$ cat src/rtl/seg7_pkg.sv
// Shared types and glyph table for the 4-digit 7-segment scan driver.
// Glyphs are active-low {g,f,e,d,c,b,a}.
package seg7_pkg;

  localparam int NUM_DIGITS = 4;

  typedef logic [6:0] seg7_t;

  localparam seg7_t GLYPH_0     = 7'h40;
  localparam seg7_t GLYPH_1     = 7'h79;
  localparam seg7_t GLYPH_2     = 7'h24;
  localparam seg7_t GLYPH_3     = 7'h30;
  localparam seg7_t GLYPH_4     = 7'h19;
  localparam seg7_t GLYPH_5     = 7'h12;
  localparam seg7_t GLYPH_6     = 7'h02;
  localparam seg7_t GLYPH_7     = 7'h78;
  localparam seg7_t GLYPH_8     = 7'h00;
  localparam seg7_t GLYPH_9     = 7'h10;
  localparam seg7_t GLYPH_A     = 7'h08;
  localparam seg7_t GLYPH_B     = 7'h03;
  localparam seg7_t GLYPH_C     = 7'h46;
  localparam seg7_t GLYPH_D     = 7'h21;
  localparam seg7_t GLYPH_E     = 7'h06;
  localparam seg7_t GLYPH_F     = 7'h0E;
  localparam seg7_t GLYPH_BLANK = 7'h7F;

  typedef enum logic {
    PH_BLANK,
    PH_SHOW
  } phase_t;

  typedef struct packed {
    logic [4*NUM_DIGITS-1:0] value;
    logic [NUM_DIGITS-1:0]   dp;
    logic [NUM_DIGITS-1:0]   en;
  } disp_t;

endpackage

$ cat src/rtl/seg7_glyph_decode.sv
// Nibble to active-low glyph decoder.
// SEG7_SCAN_HEX_EN adds A-F glyphs; otherwise 10-15 are blank.
import seg7_pkg::*;

module seg7_glyph_decode (
  input  logic [3:0] nibble,
  output seg7_t      glyph
);

  always_comb begin
    glyph = GLYPH_BLANK;
    case (nibble)
      4'h0: glyph = GLYPH_0;
      4'h1: glyph = GLYPH_1;
      4'h2: glyph = GLYPH_2;
      4'h3: glyph = GLYPH_3;
      4'h4: glyph = GLYPH_4;
      4'h5: glyph = GLYPH_5;
      4'h6: glyph = GLYPH_6;
      4'h7: glyph = GLYPH_7;
      4'h8: glyph = GLYPH_8;
      4'h9: glyph = GLYPH_9;
`ifdef SEG7_SCAN_HEX_EN
      4'hA: glyph = GLYPH_A;
      4'hB: glyph = GLYPH_B;
      4'hC: glyph = GLYPH_C;
      4'hD: glyph = GLYPH_D;
      4'hE: glyph = GLYPH_E;
      4'hF: glyph = GLYPH_F;
`endif
      default: glyph = GLYPH_BLANK;
    endcase
  end

endmodule

$ cat src/rtl/seg7_scan_mux.sv
// Time-multiplexed 4-digit common-anode 7-segment driver.
// Optional hex glyphs via SEG7_SCAN_HEX_EN (see seg7_glyph_decode).
import seg7_pkg::*;

module seg7_scan_mux #(
  parameter int CLK_HZ       = 100_000_000,
  parameter int REFRESH_HZ   = 1000,
  parameter int BLANK_CYCLES = 16
) (
  input  logic                    clk,
  input  logic                    rst_n,
  input  logic [4*NUM_DIGITS-1:0] value_i,
  input  logic [NUM_DIGITS-1:0]   dp_i,
  input  logic [NUM_DIGITS-1:0]   digit_en_i,
  input  logic                    load_i,
  output logic                    pending_o,
  output logic                    frame_o,
  output logic [NUM_DIGITS-1:0]   an,
  output seg7_t                   seg,
  output logic                    dp
);

  localparam int DIV = CLK_HZ / REFRESH_HZ;
  localparam int CW  = $clog2(DIV);
  localparam logic [CW-1:0] LAST = CW'(DIV - 1);
  localparam logic [CW-1:0] BLK  = CW'(BLANK_CYCLES);

  if (DIV <= BLANK_CYCLES + 1) begin : g_bad_div
    $error("seg7_scan_mux: DIV must exceed BLANK_CYCLES+1");
  end

  logic [CW-1:0] cnt;
  logic [1:0]    idx;
  disp_t         act;
  disp_t         pend;
  phase_t        phase;
  seg7_t         glyph;
  logic          commit;

  assign commit  = (cnt == LAST) && (idx == 2'd3);
  assign frame_o = commit;
  assign phase   = (cnt < BLK) ? PH_BLANK : PH_SHOW;

  always_ff @(posedge clk or negedge rst_n) begin
    if (!rst_n) begin
      cnt <= '0;
      idx <= '0;
    end else if (cnt == LAST) begin
      cnt <= '0;
      idx <= idx + 2'd1;
    end else begin
      cnt <= cnt + 1'b1;
    end
  end

  // A load on the commit cycle wins the pending slot; the old one still commits.
  always_ff @(posedge clk or negedge rst_n) begin
    if (!rst_n) begin
      act       <= '0;
      pend      <= '0;
      pending_o <= 1'b0;
    end else begin
      if (commit && pending_o)
        act <= pend;
      if (load_i) begin
        pend      <= '{value: value_i, dp: dp_i, en: digit_en_i};
        pending_o <= 1'b1;
      end else if (commit) begin
        pending_o <= 1'b0;
      end
    end
  end

  seg7_glyph_decode u_dec (
    .nibble (act.value[{idx, 2'b00} +: 4]),
    .glyph  (glyph)
  );

  always_ff @(posedge clk or negedge rst_n) begin
    if (!rst_n) begin
      an  <= '1;
      seg <= GLYPH_BLANK;
      dp  <= 1'b1;
    end else if (phase == PH_SHOW && act.en[idx]) begin
      an  <= ~(NUM_DIGITS'(1) << idx);
      seg <= glyph;
      dp  <= ~act.dp[idx];
    end else begin
      an  <= '1;
      seg <= GLYPH_BLANK;
      dp  <= 1'b1;
    end
  end

endmodule

$ cat config.mk
export PLATFORM = sky130hd
export DESIGN_NAME = seg7_scan_mux
export DESIGN_NICKNAME = d
export VERILOG_FILES = /design/src/rtl/seg7_pkg.sv /design/src/rtl/seg7_glyph_decode.sv /design/src/rtl/seg7_scan_mux.sv
export SDC_FILE = /design/constraint.sdc
export NUM_CORES = 1
export LEC_CHECK = 0
export ABC_AREA = 1
export ABC_CLOCK_PERIOD_IN_PS = 4640
export BUFFER_PORTS_ARGS = -buffer_cell sky130_fd_sc_hd__buf_4
export CAP_MARGIN = 20
export CORE_ASPECT_RATIO = 1.25
export CORE_UTILIZATION = 35
export CTS_CLUSTER_DIAMETER = 100
export DETAILED_ROUTE_END_ITERATION = 6
export PLACE_DENSITY = 0.63
export SYNTH_ARGS = -nofsm -noshare
export SYNTH_HDL_FRONTEND = slang
export SYNTH_SLANG_ARGS = --single-unit
$ cat constraint.sdc
create_clock -name clk -period 4.64 [get_ports clk]
set_input_delay 0.696 -clock clk [delete_from_list [all_inputs] [get_ports clk]]
set_output_delay 0.696 -clock clk [all_outputs]
set_load 0.02 [all_outputs]
==> results.cfg <==
[cells_and_area]
synthToLayoutAreaGrowth_pct = 15.59
final_layout_size_suffix_gt1_share_pct = 16.60
finish.net_count = 568
n_antenna_cell = 0
nFillCells = 1102

[synthesis]
async_flop_share_pct = 100.0
ys_seq_area_share_pct = 49.57
ys_warn_count = 0
synthMuxAreaShare_pct = 0
synth_xor_area_share_pct = 1.046
yosys.area_share.simple_pct = 26.29
ys.flop_type = dfrtp_1
ys_ff_latch = 80
syn_area_per_cell_um2 = 8.187
synth_compound_area_share_pct = 6.242
ys_types = 30
syn-instance-count = 497
syn_area_mm2 = 0.004069
synth_top_family_by_area = simple AND/OR/NAND/NOR gates
synth_edf_count = 0
synth_top_area_cell = dfrtp_1
synthTopCellsByArea = dfrtp_1, nand2_1, inv_1
synth_top_area_share_pct = 41.82
synth_fa_ha_area_share_pct = 3.075
syn_nets = 534

[clocking]
cts_root_buffer = clkbuf_16
cts_sinks = 80
insertion_delay_ps = 340
ctsResizeCount = 0
clockBufferDepth = 2
htreeDepth = 3
numCtsBuffers = 9
clk_pin_slew_ps = 60
ctsHoldBuffers = 0
postCtsSetupRepairBufs = 0
cts_tree = done

[sta]
maxSlewViolCount = 0
rsz0062_at_grt = no
timing.fmax_ghz = 0.4076
hold_viol_final = 0
fin_crit_ps = 2453
setup_ws_ps = 2187
slew_headroom_pct = 34.64
period_share_pct = 52.87
setup_viol = 0
fin_skew_ps = 4.898
finalSetupTns_ps = 0
worstMarginPinSlew_ps = 980.3

[power_and_ir_drop]
cellLeakagePower_uw = 0.002585
p_sw_share_pct = 20.36
p_clk_share_pct = 49.1
pwr-share-comb_pct = 3.8
power_density_mw_per_mm2 = 326.1
p_switching_uw = 312.3
power.internal_uw = 1221
vdd_drop_max_v = 0.0001588
sequentialPowerShare_pct = 47.0

[setup_path]
path_cells = ha_1 > inv_1 > nor2_1 > buf_4
path_buf_inv = 2
crit_fanout = 20
slowest_stage = dfrtp_1
critPathTopFamily = flip-flops
cp_data_arrival_time_ps = 1760
required_ps = 3940
cp-end-kind = primary output
cpPeakStageDelay_ps = 750
crit_type = reg2out
r2r_setup_slack_ps = 2570
cp-start-kind = flop

[status]
status = completed

[job]
cap_viol_max_count = 0

[route]
final_antenna_net_count = 0
via_per_inst = 4.559
first_pass_iters = 6
drc = 0
wl_per_cell_um = 11.24
drt-initial-drc-count = 188
drt-total-wl_um = 7544
vias = 3059

[global_route]
grt_pass1_vias = 2916
overflow = 0
grt_usage_pct = 14.12
grt_max_degree = 81
antenna_found_initial = 0
grt_pass1_wl_um = 13430

[place]
dp_slack_ps = 2500
gp_congestion = 0.8507
dpl.hpwl_um = 5368
io_buffers = 40

[floorplan]
core_mm2 = 0.01119
die_area_mm2 = 0.01206
die_h_um = 122.6
start_util_pct = 36.36
std_cell_rows = 43
die_x_um = 98.44
design.portCount = 41

[hold_path]
hold_class = reg2reg
-- cell families (layout without fill, tap and decap cells) --
group / after synthesis / after routing
XOR/XNOR: 4 / 4
buffers and inverters: 123 / 162
AND/OR/NAND/NOR: 230 / 230
AO/OA/AOI/OAI: 50 / 50
flip-flops: 80 / 80
adder cells (fa/ha/maj): 10 / 10
-- power groups by stage --
stage / clock (uW) / combinational (uW) / sequential [uW]
global route: 805 / 69.5 / 723
CTS: 774 / 61.0 / 721
floorplan: 0 / 23.8 / 733
detailed placement: 0 / 60.9 / 734
global placement: 0 / 59.0 / 733
finish: 753 / 58.8 / 721
-- layout by cell type (no fill, tap or decap), types with 3 or more instances in the layout --
cell	Yosys	layout
inv_2	5	5
nand4_1	28	28
nand2_4	3	3
nand3_1	29	29
clkbuf_16	0	9
buf_4	4	41
clkinv_2	0	3
dfrtp_1	68	68
a21oi_1	10	10
inv_1	99	99
nor2_1	24	24
ha_1	10	10
xor2_1	3	3
nand2_1	131	131
o21ai_0	38	38
nor2_4	3	3
nor3_1	4	4
dfstp_2	12	12
nand2_2	5	5
-- routing by layer --
| metal | wire (um) | GRT usage [%] | part of all wire [%] |
|---|---|---|---|
| met5 | 0 | 0 | 0 |
| met4 | 202 | 8.862 | 2.7 |
| met3 | 303 | 2.961 | 4.0 |
| met2 | 3450 | 22.18 | 46 |
| met1 | 3588 | 17.86 | 48 |
-- flip-flops by register name (all words and copies together) (netlist names) --
signal,cells
act,24
an,4
cnt,17
dp,1
idx,2
pend,24
pending_o,1
seg,7
-- Yosys cell counts, types with 3 or more instances --
library cell	n
buf_6	3
dfrtp_1	68
o21ai_0	38
xor2_1	3
nand4_1	28
nor2_4	3
nor2_1	24
nor3_1	4
buf_4	4
a21oi_1	10
inv_2	5
nand2_1	131
inv_1	99
nand2_4	3
clkbuf_1	5
clkbuf_8	3
nand2_2	5
nand3_1	29
ha_1	10
dfstp_2	12
-- worst paths after layout --
| path | depth (start not counted) | endpoint | from |
|---|---|---|---|
| setup / recovery | 4 | frame_o | idx[0] |
| hold / removal | 1 | cnt[0] | cnt[0] |
| setup reg to reg | 6 | act[4] | idx[0] |
| hold reg to reg | 1 | cnt[0] | cnt[0] |
| max in group asynchronous | 1 | pend[1] | rst_n |
| min in group asynchronous | 1 | cnt[4] | rst_n |
-- per-stage QoR --
stage	power (uW)	hold WS [ps]	cells	utilization, %	area, um^2
floorplan	756.4	400.4	497	-	4069
global placement	791.9	442.9	655	39.15	4382
detailed placement	794.6	454.6	655	39.15	4382
CTS	1557	461.9	671	42.03	4703
global route	1597	483.7	671	42.03	4703
finish	1534	463.2	671	42.03	4703
-- area by class of cell --
cell class / count / area, um^2 / area share (%)
Clock inverter: 6 / 82.58 / 1.756
Clock buffer: 10 / 239.0 / 5.081
Timing Repair Buffer: 41 / 307.8 / 6.544
Inverter: 105 / 396.6 / 8.433
Sequential cell: 80 / 2017 / 42.88
Tap cell: 135 / 168.9 / 3.591
Multi-Input combinational cell: 294 / 1491 / 31.71
No activity file was read; power rests on OpenSTA's default activity.
